<file path="src/rtl/fpu_arbiter_if.sv">
// fpu_arbiter_if: requester and fpu-side handshake bundle for fpu_arbiter.
//   master : requester/fpu environment view (drives requests, acks, fpu handshake inputs)
//   slave  : arbiter view (drives req_ready, responses, fpu command/operands)
// Optional rsp_err signal exists only when FPU_ARB_TIMEOUT_EN is defined.
interface fpu_arbiter_if #(
  parameter int unsigned NUM_REQ   = 2,
  parameter int unsigned WIDTH     = 32,
  parameter int unsigned CMD_WIDTH = 4
);
  logic [NUM_REQ-1:0]           req_valid;
  logic [NUM_REQ*CMD_WIDTH-1:0] req_cmd;
  logic [NUM_REQ*WIDTH-1:0]     req_a;
  logic [NUM_REQ*WIDTH-1:0]     req_b;
  logic [NUM_REQ-1:0]           req_ready;
  logic [NUM_REQ-1:0]           rsp_valid;
  logic [WIDTH-1:0]             rsp_result;
  logic [NUM_REQ-1:0]           rsp_ack;
`ifdef FPU_ARB_TIMEOUT_EN
  logic                         rsp_err;
`endif
  logic [CMD_WIDTH-1:0]         fpu_command;
  logic [WIDTH-1:0]             fpu_data_a;
  logic [WIDTH-1:0]             fpu_data_b;
  logic                         fpu_input_rdy;
  logic                         fpu_input_ack;
  logic                         fpu_output_rdy;
  logic                         fpu_output_ack;
  logic [WIDTH-1:0]             fpu_result;
  logic [1:0]                   grant_id;
  logic                         busy;

  modport master (
    output req_valid, req_cmd, req_a, req_b, rsp_ack,
           fpu_input_ack, fpu_output_rdy, fpu_result,
`ifdef FPU_ARB_TIMEOUT_EN
    input  rsp_err,
`endif
    input  req_ready, rsp_valid, rsp_result, fpu_command, fpu_data_a, fpu_data_b,
           fpu_input_rdy, fpu_output_ack, grant_id, busy
  );

  modport slave (
    input  req_valid, req_cmd, req_a, req_b, rsp_ack,
           fpu_input_ack, fpu_output_rdy, fpu_result,
`ifdef FPU_ARB_TIMEOUT_EN
    output rsp_err,
`endif
    output req_ready, rsp_valid, rsp_result, fpu_command, fpu_data_a, fpu_data_b,
           fpu_input_rdy, fpu_output_ack, grant_id, busy
  );
endinterface

</file>
<file path="src/rtl/fpu_arbiter.sv">
// fpu_arbiter: shares one fpu between NUM_REQ requesters, one operation at a time.
// A round-robin winner is chosen in IDLE, its command/operands are registered and
// issued to the fpu, the fpu result is captured and held for the owning requester
// until it acknowledges.
// Ports:
//   clock  : system clock, rising edge
//   reset  : asynchronous active-high reset (shared with the fpu)
//   bus    : fpu_arbiter_if.slave (requester handshake, response, fpu handshake,
//            grant_id, busy)
// Optional feature macro FPU_ARB_TIMEOUT_EN: adds rsp_err and a watchdog that
// forces an error response after TIMEOUT_CYCLES cycles in ISSUE/WAIT.
// Parameters must match those of the connected interface instance.
module fpu_arbiter #(
  parameter int unsigned NUM_REQ        = 2,
  parameter int unsigned WIDTH          = 32,
  parameter int unsigned CMD_WIDTH      = 4,
  parameter int unsigned TIMEOUT_CYCLES = 64
) (
  input  logic         clock,
  input  logic         reset,
  fpu_arbiter_if.slave bus
);

  localparam int unsigned ID_W  = 2;
  localparam int unsigned CNT_W = 8;

  // Reject configurations the 2-bit grant id / 8-bit watchdog cannot represent.
  if (NUM_REQ < 2 || NUM_REQ > 4 || TIMEOUT_CYCLES == 0 || TIMEOUT_CYCLES > 255) begin : g_bad_cfg
    $error("fpu_arbiter: unsupported NUM_REQ or TIMEOUT_CYCLES");
  end

  typedef enum logic [1:0] {IDLE, ISSUE, WAIT, DELIVER} state_e;

  state_e               state_q, state_d;
  logic [ID_W-1:0]      ptr_q, ptr_d;
  logic [ID_W-1:0]      grant_q, grant_d;
  logic [CMD_WIDTH-1:0] cmd_q, cmd_d;
  logic [WIDTH-1:0]     a_q, a_d;
  logic [WIDTH-1:0]     b_q, b_d;
  logic [NUM_REQ-1:0]   req_ready_q, req_ready_d;
  logic [NUM_REQ-1:0]   rsp_valid_q, rsp_valid_d;
  logic [WIDTH-1:0]     rsp_result_q, rsp_result_d;
  logic                 in_rdy_q, in_rdy_d;
  logic                 out_ack_q, out_ack_d;
  logic                 busy_q, busy_d;
  logic                 early_q, early_d;
  logic [WIDTH-1:0]     early_res_q, early_res_d;
`ifdef FPU_ARB_TIMEOUT_EN
  logic [CNT_W-1:0]     cnt_q, cnt_d;
  logic                 err_q, err_d;
`endif

  logic                 pick_found;
  logic [ID_W-1:0]      pick_idx;
  logic [2*NUM_REQ-1:0] req_dbl;
  logic [NUM_REQ-1:0]   req_rot;
  logic [CMD_WIDTH-1:0] sel_cmd;
  logic [WIDTH-1:0]     sel_a;
  logic [WIDTH-1:0]     sel_b;
  logic                 own_ack;

  function automatic logic [NUM_REQ-1:0] onehot(input logic [ID_W-1:0] idx);
    logic [NUM_REQ-1:0] v;
    v = '0;
    for (int unsigned j = 0; j < NUM_REQ; j++) begin
      if (ID_W'(j) == idx) v[j] = 1'b1;
    end
    return v;
  endfunction

  // Round robin: rotate requests so the pointer sits at bit 0, take the first set bit.
  always_comb begin
    req_dbl    = {bus.req_valid, bus.req_valid};
    req_rot    = NUM_REQ'(req_dbl >> ptr_q);
    pick_found = 1'b0;
    pick_idx   = '0;
    for (int unsigned j = 0; j < NUM_REQ; j++) begin
      if (!pick_found && req_rot[j]) begin
        pick_found = 1'b1;
        pick_idx   = (32'(ptr_q) + j >= NUM_REQ) ? ID_W'(32'(ptr_q) + j - NUM_REQ)
                                                 : ID_W'(32'(ptr_q) + j);
      end
    end
  end

  // Winner's command/operand slice.
  always_comb begin
    sel_cmd = '0;
    sel_a   = '0;
    sel_b   = '0;
    for (int unsigned j = 0; j < NUM_REQ; j++) begin
      if (ID_W'(j) == pick_idx) begin
        sel_cmd = bus.req_cmd[j*CMD_WIDTH +: CMD_WIDTH];
        sel_a   = bus.req_a[j*WIDTH +: WIDTH];
        sel_b   = bus.req_b[j*WIDTH +: WIDTH];
      end
    end
  end

  // Only the owner's rsp_valid bit is ever set, so masking ignores other acks.
  assign own_ack = |(bus.rsp_ack & rsp_valid_q);

  // Next-state and registered-output values.
  always_comb begin
    state_d      = state_q;
    ptr_d        = ptr_q;
    grant_d      = grant_q;
    cmd_d        = cmd_q;
    a_d          = a_q;
    b_d          = b_q;
    req_ready_d  = '0;
    rsp_valid_d  = rsp_valid_q;
    rsp_result_d = rsp_result_q;
    out_ack_d    = 1'b0;
    early_d      = early_q;
    early_res_d  = early_res_q;
`ifdef FPU_ARB_TIMEOUT_EN
    cnt_d        = cnt_q;
    err_d        = err_q;
`endif

    unique case (state_q)
      IDLE: begin
        if (pick_found) begin
          grant_d     = pick_idx;
          cmd_d       = sel_cmd;
          a_d         = sel_a;
          b_d         = sel_b;
          req_ready_d = onehot(pick_idx);
          early_d     = 1'b0;
          state_d     = ISSUE;
`ifdef FPU_ARB_TIMEOUT_EN
          cnt_d       = '0;
`endif
        end
      end
      ISSUE: begin
        if (bus.fpu_input_ack) begin
          state_d = WAIT;
          // A result presented together with the input ack is kept for WAIT.
          if (bus.fpu_output_rdy) begin
            early_d     = 1'b1;
            early_res_d = bus.fpu_result;
          end
        end
      end
      WAIT: begin
        if (early_q || bus.fpu_output_rdy) begin
          rsp_result_d = early_q ? early_res_q : bus.fpu_result;
          rsp_valid_d  = onehot(grant_q);
          out_ack_d    = 1'b1;
          early_d      = 1'b0;
          state_d      = DELIVER;
        end
      end
      DELIVER: begin
        if (own_ack) begin
          rsp_valid_d  = '0;
          rsp_result_d = '0;
          ptr_d        = (32'(grant_q) + 32'd1 >= NUM_REQ) ? '0 : grant_q + ID_W'(1);
          state_d      = IDLE;
`ifdef FPU_ARB_TIMEOUT_EN
          err_d        = 1'b0;
`endif
        end
      end
      default: state_d = IDLE;
    endcase

`ifdef FPU_ARB_TIMEOUT_EN
    // Watchdog overrides any capture in the same cycle.
    if (state_q == ISSUE || state_q == WAIT) begin
      cnt_d = cnt_q + CNT_W'(1);
      if (cnt_d == CNT_W'(TIMEOUT_CYCLES)) begin
        rsp_result_d = '0;
        rsp_valid_d  = onehot(grant_q);
        out_ack_d    = 1'b0;
        early_d      = 1'b0;
        err_d        = 1'b1;
        state_d      = DELIVER;
      end
    end
`endif

    in_rdy_d = (state_d == ISSUE);
    busy_d   = (state_d != IDLE);
  end

  always_ff @(posedge clock or posedge reset) begin
    if (reset) begin
      state_q      <= IDLE;
      ptr_q        <= '0;
      grant_q      <= '0;
      cmd_q        <= '0;
      a_q          <= '0;
      b_q          <= '0;
      req_ready_q  <= '0;
      rsp_valid_q  <= '0;
      rsp_result_q <= '0;
      in_rdy_q     <= 1'b0;
      out_ack_q    <= 1'b0;
      busy_q       <= 1'b0;
      early_q      <= 1'b0;
      early_res_q  <= '0;
`ifdef FPU_ARB_TIMEOUT_EN
      cnt_q        <= '0;
      err_q        <= 1'b0;
`endif
    end else begin
      state_q      <= state_d;
      ptr_q        <= ptr_d;
      grant_q      <= grant_d;
      cmd_q        <= cmd_d;
      a_q          <= a_d;
      b_q          <= b_d;
      req_ready_q  <= req_ready_d;
      rsp_valid_q  <= rsp_valid_d;
      rsp_result_q <= rsp_result_d;
      in_rdy_q     <= in_rdy_d;
      out_ack_q    <= out_ack_d;
      busy_q       <= busy_d;
      early_q      <= early_d;
      early_res_q  <= early_res_d;
`ifdef FPU_ARB_TIMEOUT_EN
      cnt_q        <= cnt_d;
      err_q        <= err_d;
`endif
    end
  end

  assign bus.req_ready      = req_ready_q;
  assign bus.rsp_valid      = rsp_valid_q;
  assign bus.rsp_result     = rsp_result_q;
  assign bus.fpu_command    = cmd_q;
  assign bus.fpu_data_a     = a_q;
  assign bus.fpu_data_b     = b_q;
  assign bus.fpu_input_rdy  = in_rdy_q;
  assign bus.fpu_output_ack = out_ack_q;
  assign bus.grant_id       = grant_q;
  assign bus.busy           = busy_q;
`ifdef FPU_ARB_TIMEOUT_EN
  assign bus.rsp_err        = err_q;
`endif

endmodule

</file>
<file path="src/flat_wrapper.sv">
// flat-port wrapper written by rule: the top's interface ports become plain ports
module fpu_arbiter_flat 
#(
  parameter int unsigned NUM_REQ        = 2,
  parameter int unsigned WIDTH          = 32,
  parameter int unsigned CMD_WIDTH      = 4,
  parameter int unsigned TIMEOUT_CYCLES = 64
)
  (clock, reset, bus_req_valid, bus_req_cmd, bus_req_a, bus_req_b, bus_rsp_ack, bus_fpu_input_ack, bus_fpu_output_rdy, bus_fpu_result, bus_req_ready, bus_rsp_valid, bus_rsp_result, bus_fpu_command, bus_fpu_data_a, bus_fpu_data_b, bus_fpu_input_rdy, bus_fpu_output_ack, bus_grant_id, bus_busy);
  fpu_arbiter_if #(.NUM_REQ(NUM_REQ), .WIDTH(WIDTH), .CMD_WIDTH(CMD_WIDTH)) bus_i ();
  input  logic clock;
  input  logic reset;
  input wire logic [$bits(bus_i.req_valid)-1:0] bus_req_valid;
  input wire logic [$bits(bus_i.req_cmd)-1:0] bus_req_cmd;
  input wire logic [$bits(bus_i.req_a)-1:0] bus_req_a;
  input wire logic [$bits(bus_i.req_b)-1:0] bus_req_b;
  input wire logic [$bits(bus_i.rsp_ack)-1:0] bus_rsp_ack;
  input wire logic [$bits(bus_i.fpu_input_ack)-1:0] bus_fpu_input_ack;
  input wire logic [$bits(bus_i.fpu_output_rdy)-1:0] bus_fpu_output_rdy;
  input wire logic [$bits(bus_i.fpu_result)-1:0] bus_fpu_result;
  output wire logic [$bits(bus_i.req_ready)-1:0] bus_req_ready;
  output wire logic [$bits(bus_i.rsp_valid)-1:0] bus_rsp_valid;
  output wire logic [$bits(bus_i.rsp_result)-1:0] bus_rsp_result;
  output wire logic [$bits(bus_i.fpu_command)-1:0] bus_fpu_command;
  output wire logic [$bits(bus_i.fpu_data_a)-1:0] bus_fpu_data_a;
  output wire logic [$bits(bus_i.fpu_data_b)-1:0] bus_fpu_data_b;
  output wire logic [$bits(bus_i.fpu_input_rdy)-1:0] bus_fpu_input_rdy;
  output wire logic [$bits(bus_i.fpu_output_ack)-1:0] bus_fpu_output_ack;
  output wire logic [$bits(bus_i.grant_id)-1:0] bus_grant_id;
  output wire logic [$bits(bus_i.busy)-1:0] bus_busy;
  assign bus_i.req_valid = bus_req_valid;
  assign bus_i.req_cmd = bus_req_cmd;
  assign bus_i.req_a = bus_req_a;
  assign bus_i.req_b = bus_req_b;
  assign bus_i.rsp_ack = bus_rsp_ack;
  assign bus_i.fpu_input_ack = bus_fpu_input_ack;
  assign bus_i.fpu_output_rdy = bus_fpu_output_rdy;
  assign bus_i.fpu_result = bus_fpu_result;
  assign bus_req_ready = bus_i.req_ready;
  assign bus_rsp_valid = bus_i.rsp_valid;
  assign bus_rsp_result = bus_i.rsp_result;
  assign bus_fpu_command = bus_i.fpu_command;
  assign bus_fpu_data_a = bus_i.fpu_data_a;
  assign bus_fpu_data_b = bus_i.fpu_data_b;
  assign bus_fpu_input_rdy = bus_i.fpu_input_rdy;
  assign bus_fpu_output_ack = bus_i.fpu_output_ack;
  assign bus_grant_id = bus_i.grant_id;
  assign bus_busy = bus_i.busy;
  fpu_arbiter #(.NUM_REQ(NUM_REQ), .WIDTH(WIDTH), .CMD_WIDTH(CMD_WIDTH), .TIMEOUT_CYCLES(TIMEOUT_CYCLES)) u_core (.clock(clock), .reset(reset), .bus(bus_i));
endmodule
</file>
<file path="config.mk">
export PLATFORM = sky130hd
export DESIGN_NAME = fpu_arbiter_flat
export DESIGN_NICKNAME = d
export VERILOG_FILES = /design/src/rtl/fpu_arbiter_if.sv /design/src/rtl/fpu_arbiter.sv /design/src/flat_wrapper.sv
export SDC_FILE = /design/constraint.sdc
export NUM_CORES = 1
export LEC_CHECK = 0
export ABC_AREA = 1
export BUFFER_PORTS_ARGS = -buffer_cell sky130_fd_sc_hd__buf_2
export CELL_PAD_IN_SITES_DETAIL_PLACEMENT = 1
export CELL_PAD_IN_SITES_GLOBAL_PLACEMENT = 1
export CORE_MARGIN = 1.5
export CORE_UTILIZATION = 30
export CTS_CLUSTER_DIAMETER = 40
export DETAILED_ROUTE_END_ITERATION = 8
export GPL_TIMING_DRIVEN = 0
export MAX_ROUTING_LAYER = met4
export PLACE_DENSITY_LB_ADDON = 0.1
export SLEW_MARGIN = 20
export SYNTH_ARGS = -nofsm -noshare
export SYNTH_HDL_FRONTEND = slang
export SYNTH_SLANG_ARGS = --single-unit
</file>
<file path="constraint.sdc">
create_clock -name clock -period 12.5 [get_ports clock]
set_input_delay 1.25 -clock clock [delete_from_list [all_inputs] [get_ports clock]]
set_output_delay 1.25 -clock clock [all_outputs]
set_load 0.02 [all_outputs]
</file>
== Word-level counts from Yosys, hierarchy flattened ==
Index checks and enable logic that the tools add are counted.

* Register bits after elaboration: 146
* Input port bits: 176
* Output and inout port bits: 109
* Word-level logic and storage cells: 88

* Add/subtract/negate cells: 5
* $lt $le $gt $ge: 3
* Eq/ne operators: 11
* Shifts and indexed selects: 1
* Mux-type cells: 38
* Bitwise gates (word level): 1
* Reductions and logical operators: 15

{| class="wikitable"
|+ Operators by type and width
! kind !! count
|-
| $mux W32 || 7
|-
| $pmux W32 S2 || 1
|-
| $ge A32 B2 Y1 const B || 1
|-
| $mux W2 || 13
|-
| $mux W1 || 12
|-
| $mux W4 || 2
|-
| $pmux W2 S4 || 1
|-
| $add A2 B1 Y3 const B || 2
|-
| $logic_not A2 Y1 || 3
|-
| $ne A2 B1 Y1 const B || 3
|-
| $reduce_and A3 Y1 || 2
|-
| $reduce_and A5 Y1 || 1
|-
| $eq A1 B2 Y1 const A || 2
|-
| $eq A2 B1 Y1 const B || 2
|-
| $eq A2 B2 Y1 const B || 2
|-
| $ne A2 B2 Y1 const B || 2
|-
| $pmux W2 S2 || 1
|-
| $reduce_and A2 Y1 || 2
|-
| $reduce_bool A2 Y1 || 2
|-
| $shr A4 B2 Y2 || 1
|-
| $sub A2 B2 Y2 const B || 2
|-
| $ge A3 B2 Y1 const B || 1
|-
| $pmux W1 S3 || 1
|-
| $reduce_bool A3 Y1 || 1
|-
| other kinds (7) || 7
|}

== Depth between registers and ports, before layout ==
* Depth in word-level cells: 9
* Mapped depth: 9
* Mapped depth without buffers: 8

== Worst setup path before layout ==
OpenSTA, ideal clock, no wires.

* Path kind: input port to flip-flop
* From: in bus_req_valid[0]
* To: reg u_core.cmd_q[0] (netlist: u_core.bus.fpu_command[0])
* Library setup time: 0.117 ns
* Arrival: 1.921 ns
* Data required time: 12.383 ns
* Slack: 10.463 ns
* Stages: 8
* Path buffers: 2
* Cell sequence: nand2_1 nand2_1 buf_4 buf_2 nand2_1 nand2_1 nand2_1 nand2_1

* Cells in the longest elaborated chain, start to end: 8
* Elaborated cells on any way between the ends: 12
* Those cells by class: eq/ne: 1; shift: 1; mux: 6; reduce/logical: 4

{| class="wikitable"
|+ Ends and longest elaborated chain
! element !! line !! source
|-
| start, declared || flat_wrapper.sv:13 || <nowiki>input wire logic [$bits(bus_i.req_valid)-1:0] bus_req_valid;</nowiki>
|-
| $shr A4 B2 Y2 * || fpu_arbiter.sv:74 || <nowiki>req_rot = NUM_REQ'(req_dbl >> ptr_q);</nowiki>
|-
| $mux W1 || fpu_arbiter.sv:78 || <nowiki>if (!pick_found && req_rot[j]) begin</nowiki>
|-
| $logic_not A1 Y1 || fpu_arbiter.sv:78 ||
|-
| $logic_and A1 B1 Y1 || fpu_arbiter.sv:78 ||
|-
| $mux W2 || fpu_arbiter.sv:78 ||
|-
| $logic_not A2 Y1 || fpu_arbiter.sv:92 || <nowiki>if (ID_W'(j) == pick_idx) begin</nowiki>
|-
| $mux W4 (2 in series) || fpu_arbiter.sv:92 ||
|-
| end signal, assigned || fpu_arbiter.sv:213 || <nowiki>cmd_q <= cmd_d;</nowiki>
|-
| end, declared || fpu_arbiter.sv:37 || <nowiki>logic [CMD_WIDTH-1:0] cmd_q, cmd_d;</nowiki>
|}

Mark *: on every way between the ends. The rest lies on a longest branch, timed or not.
A chain may end at the register's enable or synchronous reset.

== Final worst setup path ==
* From: reg u_core.a_q[11] (netlist: u_core.bus.fpu_data_a[11])
* To: out bus_fpu_data_a[11]

{| class="wikitable"
|+ RTL lines
! element !! line !! source
|-
| start, declared || fpu_arbiter.sv:38 || <nowiki>logic [WIDTH-1:0] a_q, a_d;</nowiki>
|-
| start signal, assigned || fpu_arbiter.sv:195 || <nowiki>a_q <= '0;</nowiki>
|-
| start signal, assigned || fpu_arbiter.sv:214 || <nowiki>a_q <= a_d;</nowiki>
|-
| end, declared || flat_wrapper.sv:25 || <nowiki>output wire logic [$bits(bus_i.fpu_data_a)-1:0] bus_fpu_data_a;</nowiki>
|}

No word-level cell between the ends.

==> run summary <==
Outcome = finished, final reports clean
Mapped Cells = 932
First drt pass iteration count = 4
Global route overflow = 0
Synth area leader = dfrtp_1
Post-CTS Hold Buffers = 0
Largest cells by area after synthesis = dfrtp_1 (53%), nand2_1 (29%), inv_1 (2.6%)
CTS tree = yes
Top-area cell type share of the netlist area = 53.4%
Maximum vdd drop = 0.0723 mV
Num rows = 55
Inst Count DP = 1502
Initial core utilization = 30.4%
Postcts setup bufs = 0
CTS root buf = clkbuf_16
Die area = 23700 sq um
Yosys cell types = 18
Synthesized cell area = 6840 sq um
Pre-CTS setup slack = 9.94 ns
Max Root-Sink Buffers = 2
Setup ws final = 10.25 ns
Finish-stage setup viols = 0
Synthesis Warnings = 0
Leakage = 5.60 nW
Slew @ Worst Pin = 0.521 ns
Power consumption = 2.23 mW
Setup TNS = 0 ns
Antenna violations before repair = 3
Clock Pin Slew Worst Setup and Hold Paths = 0.06 ns
Final WL = 23100 um
Sequential fraction of the synthesis area = 53.4%
Max Cap Viol = 0
Die width = 154 um
Critical Path Source Type = flop
H-tree levels = 4
Ys flop type = dfrtp_1
ANT nets after route = 0
Power Dens Cells = 242 nW/um^2
Yosys reg bits = 146
# IOs = 285
Critical path peak fanout = 2
Initial DRC count = 249
Fmax = 445 MHz
Nets = 1415
Crit end category = output port
Data required, critical path = 11.25 ns
Fin cells = 1537
Final Cycle Share = 18.0%
Port bufs = 284
Unrepaired setup endpoints after global routing = no
Wirelength per Cell = 15.0 um
Async SR Flop Fraction = 100%
Vias = 6758
Crit path max-delay family = flip-flops
Critical path buffers and inverters = 1
Core Region = 22500 sq um
Slew Limit Fails = 0
Post-Syn Area per Cell = 7.34 sq um
Final hold violations = 0
Skew final = 0.0108 ns
Crit path kind = reg2out
Synth Net Count = 1111
Layout cells sized above 1 = 28.8%
Slowest CP cell = dfrtp_1
Number of flops mapped to enable cells by yosys = 0
GPL Wtd Cong = 0.767
Worst path cell trace = buf_2
Vias per inst = 4.40
Number of gates resized after CTS = 0
DP HPWL = 17400 um
CTS Buf Count = 17
Clock sinks = 146
First-pass GRT wire length = 37600 um
Vias in the first global route = 7022
Hold WC Path Type = reg2reg
Clk_lat worst skew = 0.42 ns
GRT Util Overall = 20.8%
Pin count of the biggest net entering global routing = 89
Die height = 154 um
Critical path arrival = 1.00 ns
Hold WS = 0.473 ns
Critical Path Max Stage Delay = 0.41 ns
Worst rel slew slack = 65.3%
Drt drc = 0
Area Growth Syn to Fin = 34.8%
Min Tclk post-route = 2.25 ns
## cell usage in the layout (no fill, tap or decap), drive strengths merged
cell | netlist | layout
a21oi | 32 | 32
buf | 31 | 316
clkbuf | 20 | 38
clkinv | 0 | 2
clkinvlp | 0 | 4
dfrtp | 146 | 146
diode | 0 | 3
ha | 3 | 3
inv | 52 | 60
nand2 | 536 | 536
nand3 | 35 | 35
nand4 | 2 | 2
nor2 | 39 | 39
o21ai | 35 | 35
o22ai | 1 | 1
## worst reg2reg max path, cell delays in order (launching register included)
cell and delay (ns):
dfrtp_1 0.40, inv_1 0.06, nand2_1 0.05, nand2_1 0.23, clkbuf_1 0.44, nand2_1 0.12
nand2_1 0.10, nand2_1 0.06, nand2_1 0.06
## cell type report
cell class	count	area [sq um]
clock inverters	14	119
flip-flops and latches	146	3650
well taps	285	357
inverters	52	203
diodes	3	7.51
plain buffers	51	243
multi-input cells	683	2750
repair buffers	285	1450
clock buffers	18	439
fillers	2950	13300
## layer usage
| layer | global-route usage, % | up-vias | share of wire, % |
|---|---|---|---|
| met5 | - | - | 0 |
| met3 | 6.45 | 7 | 6.7 |
| met4 | 4.25 | 0 | 0.71 |
| met1 | 25.0 | 3133 | 44 |
| li1 | - | 3444 | - |
| met2 | 34.3 | 174 | 49 |
## registers in the layout, indices dropped and copies added (netlist names)
signal                     cells
u_core.bus.busy                1
u_core.bus.fpu_command         4
u_core.bus.fpu_data_a         32
u_core.bus.fpu_data_b         32
u_core.bus.fpu_input_rdy       1
u_core.bus.fpu_output_ack      1
u_core.bus.grant_id            2
u_core.bus.req_ready           2
u_core.bus.rsp_result         32
u_core.bus.rsp_valid           2
u_core.early_q                 1
u_core.early_res_q            32
u_core.ptr_q                   2
u_core.state_q                 2
## synthesized netlist by cell type, types with 3 or more instances
cell	number
a21oi_1	32
inv_1	47
buf_2	26
buf_4	5
nor2_1	38
ha_1	3
nand3_1	35
inv_2	5
clkbuf_1	20
nand2_1	532
dfrtp_1	146
o21ai_0	35
nand2_2	3
## through the flow
step / utilization, % / instance area, sq um
floorplan: - / 6840
global placement: 38.3 / 8620
detailed placement: 38.5 / 8650
CTS: 40.9 / 9210
global route: 41.0 / 9220
finish: 41.0 / 9220
## report_power, final
group          leakage (nW)  switching [mW]  internal (mW)
clock network         0.265           0.227          0.266
logic                  3.47           0.647          0.309
registers              1.86           0.106          0.678
## worst paths after layout
check	start	endpoint	slack, ns	depth (start not counted)
setup reg to reg	u_core.ptr_q[0]	u_core.bus.fpu_data_a[25]	10.93	8
hold reg to reg	u_core.bus.fpu_data_a[31]	u_core.bus.fpu_data_a[31]	0.47	2
hold / removal	u_core.bus.fpu_data_a[31]	u_core.bus.fpu_data_a[31]	0.47	2
max in group asynchronous	reset	u_core.bus.rsp_valid[0]	10.84	3
min in group asynchronous	reset	u_core.bus.rsp_result[26]	0.85	2
setup / recovery	u_core.bus.fpu_data_a[11]	bus_fpu_data_a[11]	10.25	1
## logic make-up after synthesis
| group | Yosys count | share of synthesized area, % |
|---|---|---|
| and+or+nand+nor | 612 | 34.6 |
| DFF | 146 | 53.4 |
| AOI/OAI and AO/OA | 68 | 4.99 |
| adders and majority gates | 3 | 0.549 |
| buffers and inverters | 103 | 6.40 |
Note: power is estimated with default switching activity, not from simulation.
